$ cat src/rtl/plane_update_scheduler.sv
// Fixed-rate update sequencer: tick -> snapshot controls -> update_enable/update_done handshake -> one-cycle state_valid.
// update_enable rises 1 cycle after a tick; state_valid 1 cycle after done; ticks that arrive while busy are counted as overruns.
module plane_update_scheduler #(
  parameter int CLOCK_FREQUENCY = 166000000,
  parameter int UPDATE_MS       = 100,
  parameter int ANGLE_WIDTH     = 16,
  parameter int TIMEOUT_CYCLES  = 1024
) (
  input  logic                   clk,
  input  logic                   reset,
  input  logic                   enable,
  input  logic                   clear_errors,
  input  logic [ANGLE_WIDTH-1:0] pitch_change_in,
  input  logic [ANGLE_WIDTH-1:0] roll_change_in,
  input  logic [ANGLE_WIDTH-1:0] heading_change_in,
  input  logic [7:0]             throttle_in,
  output logic                   update_enable,
  input  logic                   update_done,
  output logic [ANGLE_WIDTH-1:0] pitch_change_out,
  output logic [ANGLE_WIDTH-1:0] roll_change_out,
  output logic [ANGLE_WIDTH-1:0] heading_change_out,
  output logic [7:0]             throttle_out,
  output logic                   state_valid,
  output logic                   busy,
  output logic [7:0]             overrun_count,
  output logic                   timeout_error
);

  localparam int PERIOD = CLOCK_FREQUENCY / 1000 * UPDATE_MS;
  localparam int TCW    = (PERIOD > 1) ? $clog2(PERIOD) : 1;
  localparam int WCW    = (TIMEOUT_CYCLES > 1) ? $clog2(TIMEOUT_CYCLES) : 1;
  localparam logic [TCW-1:0] TC_LAST = TCW'(PERIOD - 1);
  localparam logic [WCW-1:0] WC_LAST = WCW'(TIMEOUT_CYCLES - 1);

  typedef enum logic [1:0] {
    S_IDLE    = 2'd0,
    S_REQUEST = 2'd1,
    S_DONE    = 2'd2
  } state_t;

  state_t                 r_state;
  state_t                 w_state_nxt;
  logic [TCW-1:0]         r_tcnt;
  logic [WCW-1:0]         r_wcnt;
  logic [ANGLE_WIDTH-1:0] r_pitch;
  logic [ANGLE_WIDTH-1:0] r_roll;
  logic [ANGLE_WIDTH-1:0] r_heading;
  logic [7:0]             r_throttle;
  logic [7:0]             r_overrun;
  logic                   r_timeout;

  logic w_tick;
  logic w_start;
  logic w_overrun;
  logic w_timeout;
  logic w_update_enable;
  logic w_state_valid;
  logic w_busy;

  assign w_tick    = enable && (r_tcnt == TC_LAST);
  assign w_start   = w_tick && (r_state == S_IDLE);
  assign w_overrun = w_tick && (r_state != S_IDLE);
  // done wins over a timeout landing on the same cycle
  assign w_timeout = (r_state == S_REQUEST) && !update_done && (r_wcnt == WC_LAST);

  always_ff @(posedge clk) begin
    if (reset) begin
      r_state <= S_IDLE;
    end else begin
      r_state <= w_state_nxt;
    end
  end

  always_comb begin
    w_state_nxt     = r_state;
    w_update_enable = 1'b0;
    w_state_valid   = 1'b0;
    w_busy          = 1'b0;
    case (r_state)
      S_IDLE: begin
        if (w_tick) w_state_nxt = S_REQUEST;
      end
      S_REQUEST: begin
        w_update_enable = 1'b1;
        w_busy          = 1'b1;
        if (update_done) begin
          w_state_nxt = S_DONE;
        end else if (r_wcnt == WC_LAST) begin
          w_state_nxt = S_IDLE;
        end
      end
      S_DONE: begin
        w_state_valid = 1'b1;
        w_busy        = 1'b1;
        w_state_nxt   = S_IDLE;
      end
      default: w_state_nxt = S_IDLE;
    endcase
  end

  // Tick counter only advances while enabled; pausing leaves any request in flight untouched.
  always_ff @(posedge clk) begin
    if (reset) begin
      r_tcnt <= '0;
    end else if (enable) begin
      if (r_tcnt == TC_LAST) r_tcnt <= '0;
      else                   r_tcnt <= r_tcnt + TCW'(1);
    end
  end

  always_ff @(posedge clk) begin
    if (reset) begin
      r_wcnt <= '0;
    end else if (w_start) begin
      r_wcnt <= '0;
    end else if ((r_state == S_REQUEST) && !update_done && (r_wcnt != WC_LAST)) begin
      r_wcnt <= r_wcnt + WCW'(1);
    end
  end

  always_ff @(posedge clk) begin
    if (reset) begin
      r_pitch    <= '0;
      r_roll     <= '0;
      r_heading  <= '0;
      r_throttle <= '0;
    end else if (w_start) begin
      r_pitch    <= pitch_change_in;
      r_roll     <= roll_change_in;
      r_heading  <= heading_change_in;
      r_throttle <= throttle_in;
    end
  end

  // A new event in the same cycle as clear_errors survives the clear.
  always_ff @(posedge clk) begin
    if (reset) begin
      r_overrun <= '0;
    end else if (clear_errors) begin
      r_overrun <= {7'd0, w_overrun};
    end else if (w_overrun && (r_overrun != 8'hFF)) begin
      r_overrun <= r_overrun + 8'd1;
    end
  end

  always_ff @(posedge clk) begin
    if (reset) begin
      r_timeout <= 1'b0;
    end else if (w_timeout) begin
      r_timeout <= 1'b1;
    end else if (clear_errors) begin
      r_timeout <= 1'b0;
    end
  end

  assign update_enable      = w_update_enable;
  assign state_valid        = w_state_valid;
  assign busy               = w_busy;
  assign pitch_change_out   = r_pitch;
  assign roll_change_out    = r_roll;
  assign heading_change_out = r_heading;
  assign throttle_out       = r_throttle;
  assign overrun_count      = r_overrun;
  assign timeout_error      = r_timeout;

endmodule
$ cat config.mk
export PLATFORM = sky130hd
export DESIGN_NAME = plane_update_scheduler
export DESIGN_NICKNAME = d
export VERILOG_FILES = /design/src/rtl/plane_update_scheduler.sv
export SDC_FILE = /design/constraint.sdc
export NUM_CORES = 1
export LEC_CHECK = 0
export CORE_AREA = 2 2 102 104
export DETAILED_ROUTE_END_ITERATION = 8
export DIE_AREA = 0 0 104 106
export GPL_ROUTABILITY_DRIVEN = 0
export PLACE_DENSITY = 0.78
export SYNTH_ARGS = -nofsm -noshare
export SYNTH_HDL_FRONTEND = slang
export SYNTH_SLANG_ARGS = --single-unit
$ cat constraint.sdc
create_clock -name clk -period 2.05 [get_ports clk]
set_input_delay 0.615 -clock clk [delete_from_list [all_inputs] [get_ports clk]]
set_output_delay 0.615 -clock clk [all_outputs]
set_load 0.01 [all_outputs]
# Yosys cells after proc, flatten, opt, wreduce, memory -nomap -nowiden
# Cells that the tools add are included.
word_totals:
  register_bits: 101
  inputBits: 61
  elab_cells: 49
  output_inout_bits: 68
op_classes:
  n_eq_ne: 8
  reduce_logical: 16
  n_addsub: 3
  n_mux: 12
ops:
  columns: ["operator", "n"]
  rows:
  - ["24-bit by 1-bit adder with 24-bit output (second input constant)", 1]
  - ["24-bit equality test (second input constant)", 1]
  - ["24-bit 2-to-1 mux", 1]
  - ["10-bit by 1-bit adder with 10-bit output (second input constant)", 1]
  - ["10-bit equality test (second input constant)", 1]
  - ["10-bit != test (second input constant)", 1]
  - ["8-bit by 1-bit adder with 8-bit output (second input constant)", 1]
  - ["8-bit != test (second input constant)", 1]
  - ["1-bit logical AND", 7]
  - ["1-bit 2-to-1 mux", 7]
  - ["2-bit 2-to-1 mux", 3]
  - ["2-bit nonzero test", 3]
  - ["2-bit OR reduction", 3]
  - ["2-bit case mux with 2 select lines", 1]
  - ["3-bit != test (second input constant)", 1]
  - ["2-bit by 1-bit equality test with 1-bit output (second input constant)", 1]
  - ["2-bit equality test (second input constant)", 1]
  - ["2-bit zero test", 1]
  - ["2-bit != test (second input constant)", 1]
  - ["2-bit AND reduction", 1]
  - ["1-bit zero test", 1]

# Depth between registers and ports, before layout
# Gate-level depths: netlist of run 1.
logic_depth:
  word_depth: 6
  depth_mapped: 8
  depth_no_buf: 7

# Least setup slack after synthesis of run 1
# Ideal clock, no wire load.
synth_timing:
  kind: "input -> register"
  startpoint: "input port enable"
  endpoint: "register r_heading[0] (netlist: heading_change_out[0])"
  setup_slack_ns: -0.068
  n_path_buf: 3
  t_required_ns: 1.918
  arrival_time_ns: 1.985
  setup_ns: 0.132
  path_stages: 8
  path_cell_list: "buf_2 > nand4_4 > nor4_4 > nand3_1 > clkbuf_1 > clkbuf_1 > nand2_1 > a21oi_1"
synth_via:
  elab_chain_len: 2
synth_rtl:
  columns: ["item", "line_no", "source"]
  rows:
  - ["start, declared", "11", "input logic enable,"]
  - ["1-bit logical AND", "60", "assign w_tick = enable && (r_tcnt == TC_LAST);"]
  - ["1-bit logical AND", "61", "assign w_start = w_tick && (r_state == S_IDLE);"]
  - ["end signal, assigned", "130", "r_heading <= heading_change_in;"]
  - ["end, declared", "47", "logic [ANGLE_WIDTH-1:0] r_heading;"]
# No other way between the ends.
# A chain may end at the register's enable or synchronous reset.

# Worst setup path after layout of run 1
layout_timing:
  startpoint: "register r_overrun[0] (netlist: overrun_count[0])"
  endpoint: "output port overrun_count[0]"
layout_rtl:
  columns: ["item", "line_no", "source"]
  rows:
  - ["start, declared", "49", "logic [7:0] r_overrun;"]
  - ["start signal, assigned", "140", "r_overrun <= {7'd0, w_overrun};"]
  - ["start signal, assigned", "142", "r_overrun <= r_overrun + 8'd1;"]
  - ["end, declared", "25", "output logic [7:0] overrun_count,"]
# No word-level cell between the ends.

==> results.cfg, run 1 <==
[timing]
worst_slack_ps = 64.3
period_share = 0.969
tightest_slew_ps = 359
hold_viol = 0
finClkSkew_ps = 18.1
setup_tns_ps = 0
maxSlewViolCount = 0
setup_viol = 0
timing.fmax_mhz = 504
slew_headroom = 0.759
rsz0062_at_grt = yes
post-route-min-period_ps = 1990

[synth]
yosysMostFrequentCell = nand2_1
synth_async_sr_flop_share = 0
ys_ff_latch = 101
syn-num-nets = 563
syn_area_per_cell_um2 = 8.24
yosysSeqAreaShare = 0.495
ys_warn_count = 0
ys.flop_type = dfxtp_1
synth_area_leaders = dfxtp_1 (49%), nand2_1 (12%), a21oi_1 (8.3%)
yosys.area.top_type = dfxtp_1
synth_top_area_frac = 0.495
syn_inst = 496
synth_commonest_cells = nand2_1 (132), dfxtp_1 (101), a21oi_1 (68)
yosysUniqueCellTypes = 41
synth_edf_count = 0
syn_area_um2 = 4090

[clock_tree]
numCtsBuffers = 9
hold_buffers = 0
cts_root_buffer = clkbuf_8
clk_path_buf_depth = 2
htreeDepth = 3
clk_pin_slew_ps = 100
clk-insertion-delay-late_ps = 360
cts_tree = yes
cts_sinks = 101

[layout]
antenna_cells = 0
seq_area_um2 = 2020
multi_input_area_um2 = 1930
fill_cells = 883
utilization = 0.590
final_nets = 704
drive_above_1_share = 0.0888
syn_to_final_growth_pct = 44.4

[floorplan]
io_pins = 129
die_h_um = 106
num_rows = 37
core-area_um2 = 10000
dieArea_um2 = 11000
start_util = 0.409
die_w_um = 104

[global_routing]
antenna_found_initial = 0
grt_pass1_vias = 3831
grt_pass1_wl_mm = 17.3
grt_util_all_layers = 0.190
grt_max_degree = 57
overflow = 0

[critical_path]
path_max_fanout = 4
cp.required_ps = 1430
endpoint_kind = output port
arrival_ps = 1370
start_kind = register
worstSetupPathType = register to output port

[placed_design]
port-buffer-count = 128
dp_hpwl_mm = 7.56
dp_slack_ps = -296

[flow_run]
cap_violations = 0

[pwr]
power-per-cell-area_nw_per_um2 = 563
p_total_mw = 3.32
ir_drop_uv = 273
leakage_nw = 2.09

[detailed_routing]
postRouteAntennaNets = 0
viasPerCell = 5.05
drtIter0Drc = 160
drc_errors = 0
routed_wl_mm = 10.6
wl_per_cell_um = 13.7
drtPass1Iterations = 4
vias = 3927

[worst_hold_path]
hold_class = register to register

[status]
status = completed
## critical path: stages (launching register included)
cell	delay [ps]
dfxtp_1	350
buf_4	130
clkdlybuf4s50_1	540
## stage by stage
step                hold slack [ps]  area [um2]  std cells
floorplan                       470        4090        496
global placement                441        5670        760
detailed placement              448        5670        760
CTS                             462        5850        776
global route                    478        5900        778
finish                          458        5900        778
## cell usage in the layout, fill, tap and decap left out, types with 7 or more instances in the layout
cell type	Yosys	final
nand2_1	132	130
clkdlybuf4s50_1	0	123
dfxtp_1	101	99
a21oi_1	68	68
nor2_1	38	38
buf_4	1	23
xor2_1	17	17
nand3_1	14	13
nand4_1	9	9
clkbuf_8	0	9
inv_1	8	8
o21ai_0	8	8
xnor2_1	8	8
and3_1	8	7
## state kept, by name (all words and copies together) (netlist names)
name / cells
throttle_out: 8
heading_change_out: 16
roll_change_out: 16
r_state: 2
r_tcnt: 24
pitch_change_out: 16
r_wcnt: 10
overrun_count: 8
timeout_error: 1
## report_power, final
group	leakage, nW	switching [mW]	internal (mW)	total, mW
combinational	1.18	0.0628	0.121	0.184
sequential	0.814	0.00394	1.97	1.97
clock	0.0910	0.712	0.460	1.17
total	2.09	0.778	2.55	3.32
## layer usage
layer	vias up	GRT usage	share of wire	wire, um
li1	1955	-	-	-
met5	-	0	0	0
met3	16	0.0374	0.044	467
met1	1861	0.222	0.43	4540
met4	0	0.0743	0.020	212
met2	95	0.343	0.51	5400
## cell type report
| type | count | share of cell area |
|---|---|---|
| timing repair buffer | 157 | 0.265 |
| inverter | 8 | 0.00509 |
| tap | 136 | 0.0288 |
| clock buffer | 9 | 0.0210 |
| multi-input combinational | 360 | 0.327 |
| clock inverter | 7 | 0.00954 |
| sequential | 101 | 0.343 |
## repair_timing
action                                  4_1_cts  5_1_grt
endpoints found under the setup margin        3       63
buffers inserted                              0        1
gates cloned                                  0        1
resized for setup                             3        7
## cells by family after synthesis
kind of cell / after synthesis / synth area share
AND/OR/NAND/NOR: 237 / 0.271
buffers and inverters: 35 / 0.0358
multiplexers: 5 / 0.0123
AO/OA/AOI/OAI: 87 / 0.114
XOR/XNOR: 25 / 0.0536
adder cells (fa/ha/maj): 6 / 0.0184
flip-flops: 101 / 0.495
## path summary, 6_finish.rpt
path / endpoint / slack (ps) / cells after the start / start
worst max-delay path: overrun_count[0] / 60 / 2 / overrun_count[0]
worst min-delay path: throttle_out[0] / 460 / 2 / throttle_out[0]
worst max register to register: overrun_count[4] / 130 / 6 / overrun_count[0]
worst min register to register: throttle_out[0] / 460 / 2 / throttle_out[0]
Note: power is estimated with default switching activity, not from simulation.
==> inputs of run 2 (changes only) <==
GPL_ROUTABILITY_DRIVEN = not set   (was 0)
==> results of run 2 <==
Same layout as run 1: the final DEF is identical, and so are final timing and power.
